File: src/rtl/mem_access_unit_pkg.sv
// Shared encodings for the memory access unit.
// Access sizes, FSM states and lane-select helpers.
package mem_access_unit_pkg;

  localparam logic [1:0] SZ_BYTE = 2'b00;
  localparam logic [1:0] SZ_HALF = 2'b01;
  localparam logic [1:0] SZ_WORD = 2'b10;
  localparam logic [1:0] SZ_RSVD = 2'b11;

  typedef enum logic {
    IDLE,
    RMW_WR
  } state_e;

  localparam logic [31:0] LANE_B = 32'h0000_00ff;
  localparam logic [31:0] LANE_H = 32'h0000_ffff;
  localparam logic [31:0] LANE_W = 32'hffff_ffff;

  // Bytes touched by an access; reserved reports 4 so the
  // range check still has a defined value (it faults anyway).
  function automatic logic [2:0] size_bytes(
    input logic [1:0] sz
  );
    logic [2:0] n;
    n = 3'd4;
    if (sz == SZ_BYTE) n = 3'd1;
    if (sz == SZ_HALF) n = 3'd2;
    return n;
  endfunction

  // Byte-enable style mask of the lanes an access covers.
  function automatic logic [31:0] lane_mask(
    input logic [1:0] sz,
    input logic [1:0] off
  );
    logic [31:0] m;
    m = LANE_W;
    if (sz == SZ_BYTE) m = LANE_B << {off, 3'b000};
    if (sz == SZ_HALF) m = LANE_H << {off[1], 4'b0000};
    return m;
  endfunction

endpackage

File: src/rtl/mem_access_unit_align.sv
// Lane extract/extend for loads and lane merge for stores.
// In: size/offset/unsigned, memory word, store data. Out: load data, merged word.
module mem_lane_align
  import mem_access_unit_pkg::*;
(
  input  logic [1:0]  size_i,
  input  logic [1:0]  off_i,
  input  logic        unsigned_i,
  input  logic [31:0] rword_i,
  input  logic [31:0] wdata_i,
  output logic [31:0] ldata_o,
  output logic [31:0] mword_o
);

  logic [31:0] shb;
  logic [31:0] shh;
  logic [31:0] rep;
  logic [31:0] mask;

  assign shb  = rword_i >> {off_i, 3'b000};
  assign shh  = rword_i >> {off_i[1], 4'b0000};
  assign mask = lane_mask(size_i, off_i);

  always_comb begin
    ldata_o = '0;
    rep     = wdata_i;
    unique case (size_i)
      SZ_BYTE: begin
        ldata_o = unsigned_i ? {24'h0, shb[7:0]}
                             : {{24{shb[7]}}, shb[7:0]};
        rep     = {4{wdata_i[7:0]}};
      end
      SZ_HALF: begin
        ldata_o = unsigned_i ? {16'h0, shh[15:0]}
                             : {{16{shh[15]}}, shh[15:0]};
        rep     = {2{wdata_i[15:0]}};
      end
      SZ_WORD: ldata_o = rword_i;
      SZ_RSVD: ldata_o = '0;
    endcase
  end

  // Replicated store data lands in every lane; mask keeps the target.
  assign mword_o = (rword_i & ~mask) | (rep & mask);

endmodule

File: src/rtl/mem_access_unit.sv
// Sub-word load/store adapter in front of a word-wide data memory.
// Ports: MEM-stage request in, extended load data / stall / fault out,
// word-aligned memory strobes out, combinational memory read data in.
module mem_access_unit
  import mem_access_unit_pkg::*;
#(
  parameter int unsigned MEM_BYTES = 128
) (
  input  logic        clk_i,
  input  logic        rst_i,
  input  logic        MemRead_i,
  input  logic        MemWrite_i,
  input  logic [1:0]  size_i,
  input  logic        unsigned_i,
  input  logic [31:0] addr_i,
  input  logic [31:0] wdata_i,
  output logic [31:0] rdata_o,
  output logic        stall_o,
  output logic        misalign_o,
  output logic        fault_o,
  output logic [31:0] fault_addr_o,
  output logic [31:0] mem_addr_o,
  output logic [31:0] mem_wdata_o,
  output logic        mem_read_o,
  output logic        mem_write_o,
  input  logic [31:0] mem_rdata_i
);

  state_e      state_q, state_d;
  logic [31:0] wbuf_q, wbuf_d;
  logic [31:0] abuf_q, abuf_d;
  logic        fault_q, fault_d;
  logic [31:0] faddr_q, faddr_d;

  logic [31:0] ldata;
  logic [31:0] mword;
  logic [31:0] al;
  logic [32:0] last;
  logic        oor;
  logic        bad;
  logic        req;

  mem_lane_align u_align (
    .size_i     (size_i),
    .off_i      (addr_i[1:0]),
    .unsigned_i (unsigned_i),
    .rword_i    (mem_rdata_i),
    .wdata_i    (wdata_i),
    .ldata_o    (ldata),
    .mword_o    (mword)
  );

  assign req  = MemRead_i | MemWrite_i;
  assign al   = {addr_i[31:2], 2'b00};
  // 33 bits so an address near 2^32 cannot wrap into range.
  assign last = {1'b0, addr_i}
              + {30'h0, size_bytes(size_i)} - 33'd1;
  assign oor  = last >= 33'(MEM_BYTES);
  assign bad  = (size_i == SZ_RSVD)
              | ((size_i == SZ_HALF) & addr_i[0])
              | ((size_i == SZ_WORD) & (|addr_i[1:0]))
              | oor;

  always_comb begin
    state_d     = state_q;
    wbuf_d      = wbuf_q;
    abuf_d      = abuf_q;
    fault_d     = fault_q;
    faddr_d     = faddr_q;
    rdata_o     = '0;
    stall_o     = 1'b0;
    misalign_o  = 1'b0;
    mem_addr_o  = '0;
    mem_wdata_o = '0;
    mem_read_o  = 1'b0;
    mem_write_o = 1'b0;
    unique case (state_q)
      IDLE: begin
        if (req && bad) begin
          misalign_o = 1'b1;
          if (!fault_q) begin
            fault_d = 1'b1;
            faddr_d = addr_i;
          end
        end else if (MemWrite_i) begin
          mem_addr_o = al;
          if (size_i == SZ_WORD) begin
            mem_write_o = 1'b1;
            mem_wdata_o = wdata_i;
          end else begin
            mem_read_o = 1'b1;
            stall_o    = 1'b1;
            wbuf_d     = mword;
            abuf_d     = al;
            state_d    = RMW_WR;
          end
        end else if (MemRead_i) begin
          mem_read_o = 1'b1;
          mem_addr_o = al;
          rdata_o    = ldata;
        end
      end
      RMW_WR: begin
        mem_write_o = 1'b1;
        mem_addr_o  = abuf_q;
        mem_wdata_o = wbuf_q;
        state_d     = IDLE;
      end
    endcase
  end

  always_ff @(posedge clk_i or posedge rst_i) begin
    if (rst_i) begin
      state_q <= IDLE;
      wbuf_q  <= '0;
      abuf_q  <= '0;
      fault_q <= 1'b0;
      faddr_q <= '0;
    end else begin
      state_q <= state_d;
      wbuf_q  <= wbuf_d;
      abuf_q  <= abuf_d;
      fault_q <= fault_d;
      faddr_q <= faddr_d;
    end
  end

  assign fault_o      = fault_q;
  assign fault_addr_o = faddr_q;

endmodule
File: config.mk
export PLATFORM = sky130hd
export DESIGN_NAME = mem_access_unit
export DESIGN_NICKNAME = d
export VERILOG_FILES = /design/src/rtl/mem_access_unit_pkg.sv /design/src/rtl/mem_access_unit_align.sv /design/src/rtl/mem_access_unit.sv
export SDC_FILE = /design/constraint.sdc
export NUM_CORES = 1
export LEC_CHECK = 0
export ABC_AREA = 1
export BUFFER_PORTS_ARGS = -buffer_cell sky130_fd_sc_hd__buf_2
export CAP_MARGIN = 40
export CELL_PAD_IN_SITES_DETAIL_PLACEMENT = 0
export CELL_PAD_IN_SITES_GLOBAL_PLACEMENT = 1
export CORE_ASPECT_RATIO = 0.9
export CORE_UTILIZATION = 30
export CTS_CLUSTER_SIZE = 10
export DETAILED_ROUTE_END_ITERATION = 8
export GPL_ROUTABILITY_DRIVEN = 0
export PLACE_DENSITY_LB_ADDON = 0.1
export SLEW_MARGIN = 5
export SYNTH_ARGS = -nofsm -noshare
export SYNTH_HDL_FRONTEND = slang
export SYNTH_HIERARCHICAL = 1
export SYNTH_SLANG_ARGS = --single-unit
File: constraint.sdc
create_clock -name clk_i -period 14.5 [get_ports clk_i]
set_clock_uncertainty 0.1 [all_clocks]
set_input_delay 3.625 -clock clk_i [delete_from_list [all_inputs] [get_ports clk_i]]
set_output_delay 3.625 -clock clk_i [all_outputs]
set_load 0.02 [all_outputs]
==> results of run 1 <==
[worst paths after layout]
| kind | slack [ps] | from | endpoint |
|---|---|---|---|
| hold reg to reg | 370 | fault_addr_o[16] | fault_addr_o[16] |
| max in group asynchronous | 9930 | rst_i | state_q |
| setup reg to reg | 11330 | state_q | abuf_q[31] |
| hold / removal | 370 | fault_addr_o[16] | fault_addr_o[16] |
| setup / recovery | 2880 | addr_i[1] | mem_addr_o[17] |
| min in group asynchronous | 3220 | rst_i | wbuf_q[0] |
[cells by family after synthesis]
logic type	synth area share
xor gates and xnor gates	0.00271
AOI/OAI and AO/OA	0.0778
buffers and inverters	0.114
DFF	0.248
adders and majority gates	0.0460
other	0.000387
and+or+nand+nor	0.511
[power breakdown]
| group | leakage (uW) | internal [uW] | switching, uW |
|---|---|---|---|
| Combinational | 0.00563 | 91.6 | 206 |
| Sequential | 0.00126 | 301 | 17.8 |
| Clock | 0.000159 | 140 | 134 |
[area by class of cell]
| type | count | area, um^2 |
|---|---|---|
| fillers | 3703 | 20400 |
| clock buffers | 9 | 225 |
| repair buffers | 248 | 1310 |
| well taps | 416 | 520 |
| multi-input cells | 1311 | 6190 |
| clock inverters | 7 | 97.6 |
| flip-flops and latches | 96 | 2400 |
| inverters | 186 | 701 |
| diodes | 2 | 5.00 |
[sequential cells by signal (all words and copies together) (netlist names)]
register and flops:
abuf_q 30, fault_addr_o 32, state_q 1, fault_o 1
wbuf_q 32
[cell usage in the layout (no fill, tap or decap), types with 13 or more instances in the layout]
| cell type | n |
|---|---|
| buf_2 | 233 |
| nand3b_1 | 13 |
| dfrtp_1 | 95 |
| nor2_1 | 66 |
| o21ai_0 | 74 |
| nand4_1 | 52 |
| inv_1 | 173 |
| buf_4 | 13 |
| nand2_1 | 783 |
| and3_1 | 34 |
| nand3_2 | 22 |
| a21oi_1 | 22 |
| ha_1 | 34 |
| a22oi_1 | 15 |
| nand3_1 | 131 |
[routing by layer]
layer	wire length [um]	up-vias	share of wire
met4	629	0	0.015
met5	0	-	0
met1	21100	5182	0.51
met2	16400	398	0.40
met3	3160	37	0.077
li1	-	5660	-
[worst reg2reg max path, delay by kind of cell (launching register included)]
family / cells / cell delay, ps
buffers and inverters: 3 / 1980
AND/OR/NAND/NOR: 5 / 690
flip-flops: 1 / 340
[stage by stage]
stage | hold slack [ps] | setup WS [ps]
after detailed placement | 354 | 2870
after global placement | 350 | 3030
after CTS | 374 | 2860
after global routing | 394 | 2420
after floorplan | 342 | 4140
final | 371 | 2880
==> out/results.ini, run 1 <==
[yosys]
syn_inst = 1670
async_reset_ff_frac = 1.00
synth.ff_latch_count = 96
synthMostInstantiatedCell = nand2_1
netlist_area_um2 = 9680
yosys.area.top_type = nand2_1
synthTopCellsByArea = nand2_1 (30%), dfrtp_1 (25%), nand3_1 (6.8%)
synth_cell_types = 42
synth_edf_count = 0
yosysSeqAreaShare = 0.248
yosysWarnings = 6
synth_top_area_frac = 0.303
syn_avg_cell_area_um2 = 5.80
synth-main-ff-cell = dfrtp_1
synthTopCellsByCount = nand2_1 (783), inv_1 (174), nand3_1 (131)

[timing]
setup_viol = 0
min_period_ps = 11620
fin_setup_tns_ps = 0
max_freq_ghz = 0.0861
tightest_slew_ps = 838
rsz0062_at_grt = false
timing.final.crit_share = 0.801
slew_headroom = 0.441
hold_viol_final = 0
slew_violations = 0

[worst_setup_path]
path_max_fanout = 40
cp_num_buf_inv = 7
end_kind = primary output
critPathSlowestCell = buf_2
startpoint_type = primary input
path_delay_family = simple AND/OR/NAND/NOR gates
slowest_delay_ps = 570
worst_ep_required_time_ps = 10770
ff2ff_path_depth = 8
cp.depth = 24
cp_data_arrival_time_ps = 7900
crit_top_cell = nand2_1
worstSetupPathType = primary input to primary output
cp_cell_sequence = buf_2 > inv_1 > ha_1 > inv_1 > ha_1 > inv_1 > fa_1 > inv_1 > nand2_1 > nand2_1 > nand3_1 > nand2_1 > nand2_1 > nand2_1 > nand2_1 > nand2_1 > nand2_1 > nor2_1 > nand2_1 > nor3_4 > nand4_1 > buf_4 > o21ai_0 > buf_2

[route]
drt-initial-drc-count = 942
antenna_left = 0
drc = 0
wirelength_um = 41300
routedWlPerCell_um = 18.1
vias = 11277
firstDrtPassIters = 5
viasPerCell = 4.96

[final_layout]
drive_gt1_frac = 0.173
fin_area_um2 = 11500
fin_nets = 1990
areaGrowthSynthToFinish_pct = 18.2
final_cells = 2275
utilization = 0.360

[grt]
antenna_found_initial = 2
grt_max_degree = 66
grt_remaining_overflow = 0
gr-usage-met3 = 0.0489
grt_pass1_wl_um = 62400
gr-usage-met2 = 0.349
grt_pass1_vias = 10270
grt_use_total = 0.251
busiest_layer = met1
grtUsageMet1 = 0.387

[floorplan]
core_um2 = 31800
dieArea_um2 = 33000
die_h_um = 172
start_util = 0.304
die_w_um = 191
io_pins = 236
row_count = 62

[placed_design]
placed_cell_area_um2 = 11100
dpl.cell_count = 2257
place_hpwl_um = 31600
portBuffers = 233

[clock_tree]
clock_path_buffers = 2
cts_hold_buf = 0
cts_tree = yes
clk_latency_ps = 370
cts_buffers = 9
cts.clk_slew.worst_paths_ps = 80
post_cts_resized = 0
cts.sinks = 96
root_buffer = clkbuf_16
htreeDepth = 3
post_cts_buffers = 0

[power_and_ir_drop]
p_leak_uw = 0.00704
p_per_area_nw_per_um2 = 77.7
fin_total_pwr_uw = 890
vdd_drop_max_uv = 57.6

[worst_hold_path]
hp-class = flop to flop
hold_depth = 2

[flow_run]
maxCapViolCount = 0

[status]
status = finished, final reports clean

(Power assumes the default switching activity.)
==> inputs of run 2 (changes only) <==
clock period = 11.7 ns   (was 14.5 ns; I/O delays follow)
==> run 2 against run 1 <==
Core utilization shrank 0.13 points. Count of clock-buffer cells in the layout did not move. Clock power increased by 13%. Hold slack got worse by 2.9 ps. Register-to-register slack worse by 2400 ps. Worst setup slack lost 1200 ps. Combinational power increased by 25%. Critical path depth unchanged. Cell count barely moved. Non-clock buffer count is the same.
==> out/results.ini, run 2 (synthesized netlist as in run 1, its figures left out) <==
[final_layout]
layout_common_cells = nand2_1 (783), buf_2 (233), inv_1 (173)
fin_nets = 1990
final_cells = 2276
utilization = 0.359
mostFrequentLayoutCell = nand2_1
drive_gt1_frac = 0.173
areaGrowthSynthToFinish_pct = 17.8
fillers = 3750

[grt]
grt_remaining_overflow = 0
grt_use_total = 0.250
grt_pass1_wl_um = 62500
antenna_found_initial = 4
grt_max_degree = 65
grt_pass1_vias = 10550

[timing]
fin_setup_tns_ps = 0
tightest_slew_ps = 824
min_period_ps = 10040
setup_viol = 0
slew_violations = 0
rsz0062_at_grt = false
max_freq_ghz = 0.0996
timing.final.crit_share = 0.858
slew_headroom = 0.451
fin_hold_ws_ps = 368
hold_viol_final = 0

[clock_tree]
cts.sinks = 96
cts_tree = yes
htreeDepth = 3
clk_latency_ps = 370
post_cts_resized = 0
cts_hold_buf = 0
cts_buffers = 9
cts.clk_slew.worst_paths_ps = 80
clock_path_buffers = 2
post_cts_buffers = 0
root_buffer = clkbuf_16

[worst_setup_path]
path_max_fanout = 40
cp_data_arrival_time_ps = 7020
worst_ep_required_time_ps = 8680
worstSetupPathType = primary input to primary output
end_kind = primary output
startpoint_type = primary input

[route]
drc = 0
viasPerCell = 4.99
vias = 11362
routedWlPerCell_um = 18.1
firstDrtPassIters = 7
drt-initial-drc-count = 937
wirelength_um = 41200
antenna_left = 0

[flow_run]
maxCapViolCount = 0

[floorplan]
row_count = 62
die_w_um = 191
start_util = 0.304
core_um2 = 31800
io_pins = 236
dieArea_um2 = 33000
die_h_um = 172

[power_and_ir_drop]
p_leak_uw = 0.00702
p_per_area_nw_per_um2 = 94.0
vdd_drop_max_uv = 75.3

[status]
status = finished, final reports clean

[worst_hold_path]
hp-class = flop to flop

[placed_design]
dpl.cell_count = 2257
portBuffers = 233
place_hpwl_um = 31200

[run 2: path summary, 6_finish.rpt]
path                                        from          endpoint  slack, ps  cells past startpoint
max in group asynchronous                  rst_i   fault_addr_o[8]       7770                      3
min in group asynchronous                  rst_i         wbuf_q[2]       2570                      2
worst min-delay path            fault_addr_o[14]  fault_addr_o[14]        370                      2
worst min register to register  fault_addr_o[14]  fault_addr_o[14]        370                      2
worst max-delay path                   addr_i[1]    mem_addr_o[30]       1660                     24
worst max register to register           state_q        wbuf_q[26]       8880                      8
[run 2: metal layers]
metal	wire, um	up-vias	track usage
met5	8	-	0
met4	614	2	0.0614
met3	3060	38	0.0473
met2	16500	421	0.355
met1	21000	5248	0.379
li1	-	5653	-
[run 2: per-stage QoR]
step                setup slack [ps]  power, uW  cell area (um^2)
floorplan                       2740        642              9690
global placement                1790        765             11100
detailed placement              1710        768             11100
CTS                             1700       1080             11400
global route                    1260       1150             11400
finish                          1660       1070             11400
[run 2: critical path, stage by stage]
cell and delay (ps):
buf_2 560, inv_1 100, ha_1 310, inv_1 60, ha_1 180, inv_1 60
fa_1 400, inv_1 110, nand2_1 50, nand2_1 80, nand3_1 90, nand2_1 150
nand2_1 80, nand2_1 80, nand2_1 60, nand2_1 80, nand3_1 70, nor2_1 160
nand2_1 80, nor2_2 190, nand4_1 120, buf_4 270, o21ai_0 470, buf_2 260
[run 2: power by group]
part	total [uW]	switching [uW]	internal [uW]	leakage (uW)
logic	370	256	114	0.00562
registers	394	21.6	373	0.00126
clock network	309	159	149	0.000140
[run 2: area by class of cell]
type,count,area [um^2],area share
multi-input cells,1311,6190,0.543
clock inverters,7,61.3,0.00537
well taps,416,520,0.0456
diodes,3,7.51,0.000658
flip-flops and latches,96,2400,0.211
inverters,186,701,0.0614
clock buffers,9,225,0.0197
repair buffers,248,1300,0.114
